## config.mk

```make
export PLATFORM = sky130hd
export DESIGN_NAME = product_accumulator_flat
export DESIGN_NICKNAME = d
export VERILOG_FILES = /design/src/rtl/mult_pkg.sv /design/src/rtl/product_accumulator_if.sv /design/src/rtl/acc_sat_adder.sv /design/src/rtl/product_accumulator.sv /design/src/flat_wrapper.sv
export SDC_FILE = /design/constraint.sdc
export NUM_CORES = 1
export LEC_CHECK = 0
export ABC_CLOCK_PERIOD_IN_PS = 3940
export BUFFER_PORTS_ARGS = -buffer_cell sky130_fd_sc_hd__clkbuf_2
export CAP_MARGIN = 40
export CORE_MARGIN = 2
export CORE_UTILIZATION = 31
export CTS_BUF_LIST = sky130_fd_sc_hd__clkbuf_4
export CTS_CLUSTER_SIZE = 12
export DETAILED_ROUTE_END_ITERATION = 6
export PLACE_DENSITY = 0.51
export SYNTH_ARGS = -nofsm -noshare
export SYNTH_HDL_FRONTEND = slang
export SYNTH_HIERARCHICAL = 1
export SYNTH_SLANG_ARGS = --single-unit
```

## constraint.sdc

```tcl
create_clock -name clk -period 3.94 [get_ports clk]
set_input_delay 0.394 -clock clk [delete_from_list [all_inputs] [get_ports clk]]
set_output_delay 0.394 -clock clk [all_outputs]
set_load 0.005 [all_outputs]
```

## src/rtl/mult_pkg.sv

```systemverilog
// Shared types and arithmetic helpers for the multiplier result path.
// sat_add works on a fixed wide container so that any accumulator width up to MAX_W-2 can use it.
package mult_pkg;

    typedef enum logic [1:0] {
        IDLE  = 2'd0,
        ACCUM = 2'd1,
        HOLD  = 2'd2
    } state_e;

    localparam int PROD_W = 64;
    localparam int MAX_W  = 128;
    localparam int WIDX_W = 7;

    // Inputs are sign-extended to MAX_W by the caller, so the MAX_W sum is exact and
    // bits [width] / [width-1] are the top two bits of the width+1-bit sum.
    // Returns {overflow, result}; result is sign-extended from width bits.
    function automatic logic [MAX_W:0] sat_add(
        input logic [MAX_W-1:0]  acc,
        input logic [MAX_W-1:0]  addend,
        input logic              saturate,
        input logic [WIDX_W-1:0] width
    );
        logic [MAX_W-1:0] one_v;
        logic [MAX_W-1:0] sum_v;
        logic [MAX_W-1:0] max_v;
        logic [MAX_W-1:0] min_v;
        logic [MAX_W-1:0] res_v;
        logic             ovf_v;
        one_v = {{(MAX_W-1){1'b0}}, 1'b1};
        sum_v = acc + addend;
        max_v = (one_v << (width - 7'd1)) - one_v;
        min_v = ~max_v;
        ovf_v = sum_v[width] ^ sum_v[width - 7'd1];
        if (!ovf_v) begin
            res_v = sum_v;
        end else if (saturate) begin
            res_v = sum_v[MAX_W-1] ? min_v : max_v;
        end else if (sum_v[width - 7'd1]) begin
            res_v = sum_v | min_v;
        end else begin
            res_v = sum_v & max_v;
        end
        return {ovf_v, res_v};
    endfunction

endpackage

```

## src/rtl/product_accumulator_if.sv

```systemverilog
// Product-in / result-out handshake bundle of the product accumulator.
interface product_accumulator_if #(
    parameter int ACC_W   = 72,
    parameter int COUNT_W = 16
);
    import mult_pkg::*;

    logic               in_valid;
    logic               in_ready;
    logic [PROD_W-1:0]  in_product;
    logic               in_last;
    logic               abort;
    logic               out_valid;
    logic               out_ready;
    logic [ACC_W-1:0]   out_acc;
    logic [COUNT_W-1:0] out_count;
    logic               out_overflow;

    modport master (
        output in_valid, in_product, in_last, abort, out_ready,
        input  in_ready, out_valid, out_acc, out_count, out_overflow
    );

    modport slave (
        input  in_valid, in_product, in_last, abort, out_ready,
        output in_ready, out_valid, out_acc, out_count, out_overflow
    );

endinterface

```

## src/rtl/acc_sat_adder.sv

```systemverilog
// Combinational accumulate step: sign-extend the product, add, detect overflow, clamp or wrap.
// ACC_W must lie in 64..126 so the shared wide adder stays exact.
module acc_sat_adder
    import mult_pkg::*;
#(
    parameter int ACC_W    = 72,
    parameter bit SATURATE = 1'b1
) (
    input  logic [ACC_W-1:0]  acc_i,
    input  logic [PROD_W-1:0] product_i,
    output logic [ACC_W-1:0]  sum_o,
    output logic              overflow_o
);

    localparam logic [WIDX_W-1:0] ACC_W_IDX = WIDX_W'(ACC_W);

    logic [MAX_W-1:0]       acc_ext_s;
    logic [MAX_W-1:0]       prod_ext_s;
    logic [MAX_W:0]         add_s;
    logic [MAX_W-ACC_W-1:0] add_unused_s;

    assign acc_ext_s  = {{(MAX_W-ACC_W){acc_i[ACC_W-1]}}, acc_i};
    assign prod_ext_s = {{(MAX_W-PROD_W){product_i[PROD_W-1]}}, product_i};
    assign add_s      = sat_add(acc_ext_s, prod_ext_s, SATURATE, ACC_W_IDX);

    // Upper result bits are only a sign extension of sum_o.
    assign overflow_o   = add_s[MAX_W];
    assign sum_o        = add_s[ACC_W-1:0];
    assign add_unused_s = add_s[MAX_W-1:ACC_W];

endmodule

```

## src/rtl/product_accumulator.sv

```systemverilog
// MAC stage behind the signed multiplier: sums products until in_last, then holds the
// closed sum with its term count and sticky overflow until the consumer takes it.
module product_accumulator
    import mult_pkg::*;
#(
    parameter int ACC_W    = 72,
    parameter int COUNT_W  = 16,
    parameter bit SATURATE = 1'b1
) (
    input logic                  clk,
    input logic                  rst_n,
    product_accumulator_if.slave bus
);

    state_e             state_q;
    state_e             state_d;
    logic [ACC_W-1:0]   acc_q;
    logic [ACC_W-1:0]   acc_d;
    logic [COUNT_W-1:0] count_q;
    logic [COUNT_W-1:0] count_d;
    logic               ovf_q;
    logic               ovf_d;
    logic [ACC_W-1:0]   out_acc_q;
    logic [ACC_W-1:0]   out_acc_d;
    logic [COUNT_W-1:0] out_count_q;
    logic [COUNT_W-1:0] out_count_d;
    logic               out_ovf_q;
    logic               out_ovf_d;
    logic               out_valid_q;
    logic               out_valid_d;

    logic               in_ready_s;
    logic               accept_s;
    logic               drain_s;
    logic [COUNT_W-1:0] count_inc_s;
    logic [ACC_W-1:0]   sum_s;
    logic               sum_ovf_s;

    acc_sat_adder #(
        .ACC_W    (ACC_W),
        .SATURATE (SATURATE)
    ) u_adder (
        .acc_i      (acc_q),
        .product_i  (bus.in_product),
        .sum_o      (sum_s),
        .overflow_o (sum_ovf_s)
    );

    assign in_ready_s  = rst_n & (state_q != HOLD) & ~bus.abort;
    assign accept_s    = bus.in_valid & in_ready_s;
    assign drain_s     = out_valid_q & bus.out_ready;
    assign count_inc_s = (&count_q) ? count_q : (count_q + {{(COUNT_W-1){1'b0}}, 1'b1});

    // Next-state and datapath decode for the IDLE/ACCUM/HOLD sequencer.
    always_comb begin
        state_d     = state_q;
        acc_d       = acc_q;
        count_d     = count_q;
        ovf_d       = ovf_q;
        out_acc_d   = out_acc_q;
        out_count_d = out_count_q;
        out_ovf_d   = out_ovf_q;
        out_valid_d = out_valid_q;
        case (state_q)
            IDLE, ACCUM: begin
                // abort blocks in_ready, so it can never coincide with an accept.
                if ((state_q == ACCUM) && bus.abort) begin
                    state_d = IDLE;
                    acc_d   = {ACC_W{1'b0}};
                    count_d = {COUNT_W{1'b0}};
                    ovf_d   = 1'b0;
                end else if (accept_s) begin
                    acc_d   = sum_s;
                    count_d = count_inc_s;
                    ovf_d   = ovf_q | sum_ovf_s;
                    if (bus.in_last) begin
                        state_d     = HOLD;
                        out_acc_d   = sum_s;
                        out_count_d = count_inc_s;
                        out_ovf_d   = ovf_q | sum_ovf_s;
                        out_valid_d = 1'b1;
                    end else begin
                        state_d = ACCUM;
                    end
                end else begin
                    state_d = state_q;
                end
            end
            HOLD: begin
                if (drain_s) begin
                    state_d     = IDLE;
                    acc_d       = {ACC_W{1'b0}};
                    count_d     = {COUNT_W{1'b0}};
                    ovf_d       = 1'b0;
                    out_acc_d   = {ACC_W{1'b0}};
                    out_count_d = {COUNT_W{1'b0}};
                    out_ovf_d   = 1'b0;
                    out_valid_d = 1'b0;
                end else begin
                    state_d = HOLD;
                end
            end
            default: begin
                state_d     = IDLE;
                acc_d       = {ACC_W{1'b0}};
                count_d     = {COUNT_W{1'b0}};
                ovf_d       = 1'b0;
                out_acc_d   = {ACC_W{1'b0}};
                out_count_d = {COUNT_W{1'b0}};
                out_ovf_d   = 1'b0;
                out_valid_d = 1'b0;
            end
        endcase
    end

    // State and result registers with synchronous active-low reset.
    always_ff @(posedge clk) begin
        if (!rst_n) begin
            state_q     <= IDLE;
            acc_q       <= {ACC_W{1'b0}};
            count_q     <= {COUNT_W{1'b0}};
            ovf_q       <= 1'b0;
            out_acc_q   <= {ACC_W{1'b0}};
            out_count_q <= {COUNT_W{1'b0}};
            out_ovf_q   <= 1'b0;
            out_valid_q <= 1'b0;
        end else begin
            state_q     <= state_d;
            acc_q       <= acc_d;
            count_q     <= count_d;
            ovf_q       <= ovf_d;
            out_acc_q   <= out_acc_d;
            out_count_q <= out_count_d;
            out_ovf_q   <= out_ovf_d;
            out_valid_q <= out_valid_d;
        end
    end

    assign bus.in_ready     = in_ready_s;
    assign bus.out_valid    = out_valid_q;
    assign bus.out_acc      = out_acc_q;
    assign bus.out_count    = out_count_q;
    assign bus.out_overflow = out_ovf_q;

endmodule

```

## src/flat_wrapper.sv

```systemverilog
// flat-port wrapper written by rule: the top's interface ports become plain ports
module product_accumulator_flat import mult_pkg::*;
#(
    parameter int ACC_W    = 72,
    parameter int COUNT_W  = 16,
    parameter bit SATURATE = 1'b1
)
  (clk, rst_n, bus_in_valid, bus_in_product, bus_in_last, bus_abort, bus_out_ready, bus_in_ready, bus_out_valid, bus_out_acc, bus_out_count, bus_out_overflow);
  product_accumulator_if #(.ACC_W(ACC_W), .COUNT_W(COUNT_W)) bus_i ();
  input logic clk;
  input logic rst_n;
  input wire logic [$bits(bus_i.in_valid)-1:0] bus_in_valid;
  input wire logic [$bits(bus_i.in_product)-1:0] bus_in_product;
  input wire logic [$bits(bus_i.in_last)-1:0] bus_in_last;
  input wire logic [$bits(bus_i.abort)-1:0] bus_abort;
  input wire logic [$bits(bus_i.out_ready)-1:0] bus_out_ready;
  output wire logic [$bits(bus_i.in_ready)-1:0] bus_in_ready;
  output wire logic [$bits(bus_i.out_valid)-1:0] bus_out_valid;
  output wire logic [$bits(bus_i.out_acc)-1:0] bus_out_acc;
  output wire logic [$bits(bus_i.out_count)-1:0] bus_out_count;
  output wire logic [$bits(bus_i.out_overflow)-1:0] bus_out_overflow;
  assign bus_i.in_valid = bus_in_valid;
  assign bus_i.in_product = bus_in_product;
  assign bus_i.in_last = bus_in_last;
  assign bus_i.abort = bus_abort;
  assign bus_i.out_ready = bus_out_ready;
  assign bus_in_ready = bus_i.in_ready;
  assign bus_out_valid = bus_i.out_valid;
  assign bus_out_acc = bus_i.out_acc;
  assign bus_out_count = bus_i.out_count;
  assign bus_out_overflow = bus_i.out_overflow;
  product_accumulator #(.ACC_W(ACC_W), .COUNT_W(COUNT_W), .SATURATE(SATURATE)) u_core (.clk(clk), .rst_n(rst_n), .bus(bus_i));
endmodule
```

Yosys cells after proc, flatten, opt, wreduce, memory -nomap -nowiden. Index checks and enable logic that the tools add are counted. Widths: inputs -> output; s select.

Add/subtract/negate cells: 2. Equality and inequality tests: 8. Muxes and demuxes: 36. Bitwise gates (word level): 7. Reductions and logical operators: 6.

Operators by type and width (count): $mux 72 (8); $pmux 72 s2 (2); $mux 16 (7); $add 72x64->73 (1); $pmux 16 s2 (2); $add 16x1->16 const B (1); $reduce_and 16->1 (1); $mux 1 (9); $mux 2 (4); $ne 2x2->1 const B (3); $pmux 1 s2 (3); $and 1x1->1 (4); $ne 2x1->1 const B (2); $pmux 2 s2 (1); $reduce_and 4->1 (1); $ne 3x1->1 const B (1); $eq 2x1->1 const B (1); $eq 2x2->1 const B (1); $logic_not 2->1 (1); $reduce_and 2->1 (1); $reduce_or 2->1 (1); $logic_and 1x1->1 (1); $not 1->1 (1); $or 1x1->1 (1); $xor 1x1->1 (1).

Register bits: 181. Input port bits: 70. Word-level logic and storage cells: 67.

Logic depth before layout (Yosys ltp).
Word-level depth: 7. Gate-level depth with buffers: 17. Depth with buffers taken out: 14.

By module. Netlist, hierarchy kept.

By module, submodules not included: product_accumulator (instances 1, cells an instance 784, area an instance 6746.5 um2, seq. area each 3623.5 um2); acc_sat_adder (instances 1, cells an instance 743, area an instance 4847.1 um2, seq. area each 0.0 um2).

Worst setup path before layout. OpenSTA, ideal clock, no wires.

Path kind: input to register. From: input bus_in_product[0]. To: register u_core.out_acc_q[40] (netlist: u_core/bus.out_acc[40]). Setup time: 0.128 ns. Arrival time: 3.369 ns. Data required time: 3.812 ns. Slack: 0.444 ns. Cell stages on the path: 16. Path buffers: 2. Cells stage by stage: ha_1 -> fa_1 -> a21o_1 -> a221oi_2 -> nand2b_1 -> o211ai_1 -> a41o_1 -> a2111oi_1 -> nor2_1 -> a21oi_2 -> and3_1 -> buf_6 -> buf_6 -> o21ai_2 -> a22oi_1 -> nor2_1.

Word-level cells in the longest chain between the ends: 7. Elaborated cells between the ends (all ways): 8.

Ends and longest elaborated chain: start: declaration (RTL line flat_wrapper.sv:13) `input wire logic [$bits(bus_i.in_product)-1:0] bus_in_product;`; $add 72x64->73 (*) (RTL line mult_pkg.sv:31) `sum_v = acc + addend;`; $mux 72 / $xor 1x1->1 (equally long branches) (RTL line mult_pkg.sv:38, mult_pkg.sv:34); $mux 72 (*) (RTL line mult_pkg.sv:35) `if (!ovf_v) begin`; named net u_core.sum_s[40] (RTL line product_accumulator.sv:36) `logic [ACC_W-1:0] sum_s;`; $mux 72 (*) (RTL line product_accumulator.sv:76) `if (bus.in_last) begin`; $mux 72 (*) (RTL line product_accumulator.sv:72) `end else if (accept_s) begin`; $mux 72 (*) (RTL line product_accumulator.sv:67) `if ((state_q == ACCUM) && bus.abort) begin`; $pmux 72 s2 (*) (RTL line product_accumulator.sv:64) `case (state_q)`; end signal: assignment (RTL line product_accumulator.sv:123) `out_acc_q <= {ACC_W{1'b0}};`; end signal: assignment (RTL line product_accumulator.sv:132) `out_acc_q <= out_acc_d;`; end: declaration (RTL line product_accumulator.sv:23) `logic [ACC_W-1:0] out_acc_q;`.

Mark *: on every way through the listed nets, which the timed path passes. The rest lies on a longest branch. The select of a mux whose other input is x is not followed. A chain may end at the register's enable or synchronous reset.

Worst setup path after layout.
From: register u_core.acc_q[0]. To: register u_core.out_acc_q[27] (netlist: u_core/bus.out_acc[27]).

Word-level cells in the longest chain between the ends: 7. Elaborated cells between the ends (all ways): 8.

Ends and longest elaborated chain: start: declaration (RTL line product_accumulator.sv:17) `logic [ACC_W-1:0] acc_q;`; start signal: assignment (RTL line product_accumulator.sv:120) `acc_q <= {ACC_W{1'b0}};`; $add 72x64->73 (*) (RTL line mult_pkg.sv:31); $mux 72 / $xor 1x1->1 (equally long branches) (RTL line mult_pkg.sv:38, mult_pkg.sv:34); $mux 72 (*) (RTL line mult_pkg.sv:35); named net u_core.sum_s[27] (RTL line product_accumulator.sv:36); $mux 72 (*) (RTL line product_accumulator.sv:76); $mux 72 (*) (RTL line product_accumulator.sv:72); $mux 72 (*) (RTL line product_accumulator.sv:67); $pmux 72 s2 (*) (RTL line product_accumulator.sv:64).

Marked as above.

==> metrics.csv <==
metric;value;unit
ant_nets;0;
synth.most_common_cell;a21oi_1;
die_w;197;um
path_max_fanout;15;
fin_crit;3.80;ns
clk_path_buf_depth;2;
period_share;0.963;
ys_warn_count;6;
drv_slew;0;
syn_area;11600;um2
slew_headroom;0.371;
power.density;383;nW/um2
setup-violations-final;0;
dp_hpwl;28400;um
grt_max_degree;149;
synth.ff_latch_count;181;
grt_pass1_vias;11400;
die_area;39000;um2
place_congestion;0.885;
area_growth;17.6;%
fin_skew;0.0430;ns
numCtsBuffers;17;
path_clk_slew;0.17;ns
via_per_inst;5.44;
worstMarginPinSlew;0.944;ns
firstDrtPassIters;5;
grt_setup_unrepaired;true;
nNetsFinal;1826;
leakage;0.00567;uW
fmax;0.263;GHz
cts_tree;built;
clk_latency;0.65;ns
async_reset_ff_frac;0;
grt_pass1_wl;62300;um
start_kind;register;
routedWlPerCell;18.3;um
gr-total-overflow;0;
syn_inst;1527;
ys.flop_type;dfxtp_1;
cap_violations;0;
drive_gt1_frac;0.186;
synthDistinctLibCells;72;
post-place-ws;-0.0321;ns
yosys.area.top_type;dfxtp_1;
grt_use_total;0.200;
syn_area_per_cell;7.59;um2
rows;70;
drt_iter0_drc;808;
core;36700;um2
fp.dieH;197;um
ys_seq_area_frac;0.313;
synth_nets;1671;
synthTopCellsByCount;a21oi_1 (223), dfxtp_1 (181), nand2_1 (177), nor2_1 (127), nand3_1 (102);
yosys.area.top_type_share;0.313;
synthTopCellsByArea;dfxtp_1 (31%), a21oi_1 (9.6%), ha_1 (7.9%), nand2_1 (5.7%), a22oi_1 (4.7%);
path_class;register to register;
fin_ws;0.144;ns
finalHoldViolCount;0;
routed_wl;39700;um
htreeDepth;4;
arrival;4.31;ns
synth_edf_count;0;
cts.sinks;181;
tns;0;ns
status;finished clean;
crit_required;4.45;ns
antenna_found_initial;2;
ir_worst_vdd;0.173;mV
worstHoldPathType;input pin to register;
start_util;0.316;
pin_count;161;
drc;0;
root_buffer;clkbuf_4;
critPathCaptureType;register;
port_buffers;160;
vias;11800;
## area by class of cell
type | instances | area, um2
well taps | 468 | 586
repair buffers | 247 | 1630
diodes | 2 | 5.00
clock inverters | 13 | 108
flip-flops and latches | 181 | 3620
inverters | 18 | 70.1
fillers | 3904 | 23100
clock buffers | 19 | 143
multi-input cells | 1217 | 7470
## path summary, 6_finish.rpt
| check | end | cells after the start | from | slack (ns) |
|---|---|---|---|---|
| worst min register to register | u_core/bus.out_count[5] | 2 | u_core/bus.out_count[5] | 0.45 |
| worst max-delay path | u_core/bus.out_acc[27] | 16 | u_core/acc_q[0] | 0.14 |
| worst max register to register | u_core/bus.out_acc[27] | 16 | u_core/acc_q[0] | 0.14 |
| worst min-delay path | u_core/state_q[1] | 4 | bus_abort | 0.16 |
## logic make-up after synthesis
group | count (synthesis) | synth area share
DFF | 181 | 0.313
adders and majority gates | 74 | 0.0805
muxes | 3 | 0.00259
AOI/OAI and AO/OA | 538 | 0.286
buffers and inverters | 129 | 0.0496
and+or+nand+nor | 526 | 0.212
xor gates and xnor gates | 76 | 0.0574
## layer usage
layer  routed length [um]  vias up  track usage
met1                18900     5643        0.272
met3                 1590       23       0.0323
met4                  477        0       0.0437
met5                    0        -            0
li1                     -     5867            -
met2                18700      242        0.330
## state kept, by name, indices dropped and copies added, names as in the netlist
signal,flops
u_core/acc_q,72
u_core/bus.out_acc,72
u_core/bus.out_count,16
u_core/bus.out_overflow,1
u_core/bus.out_valid,1
u_core/count_q,16
u_core/ovf_q,1
u_core/state_q,2
## worst max-delay path: stages (launching register included)
cell	delay, ns
dfxtp_2	0.35
ha_1	0.23
fa_2	0.37
a21o_1	0.19
a221oi_2	0.23
buf_4	0.17
nand2b_1	0.10
o211ai_1	0.15
a41o_1	0.32
a2111oi_2	0.31
nor2_1	0.14
a21oi_2	0.21
and3_4	0.35
clkbuf_16	0.23
a21oi_1	0.07
a22oi_1	0.17
nor2_1	0.05
## placed cells by master, fill, tap and decap left out, drive strengths merged, types with 10 or more instances in the layout
master and count:
xor2 36, inv 20, a21o 32, nor2 127, nand2 177, ha 73, xnor2 40, nand4 25
o21ai 100, dfxtp 181, and3 21, o21bai 14, buf 82, o211ai 10, a21oi 224, nor3 14
nor2b 12, a22oi 72, clkbuf 182, a31oi 16, nand3 103
## per-stage QoR
step	total power (uW)	cells	hold WS (ns)	cell area [um2]	utilization
after detailed placement	4150	2124	0.431	13200	0.361
after global routing	5590	2165	0.108	13600	0.372
after global placement	4130	2122	0.425	13200	0.359
final	5230	2165	0.157	13600	0.372
after CTS	5220	2158	0.0899	13500	0.368
after floorplan	3470	1527	0.435	11600	-
## power by group
part,internal [uW],switching [uW]
Combinational,851,1290
Clock,324,711
Sequential,1960,88.8
## what timing repair did
action                                  in CTS  in global routing
hold endpoints to repair                     2                  0
hold buffers                                 2                  0
endpoints found under the setup margin       0                107
buffers inserted                             0                  2
gates resized for setup                      0                 13
Note: power is estimated with default switching activity, not from simulation.
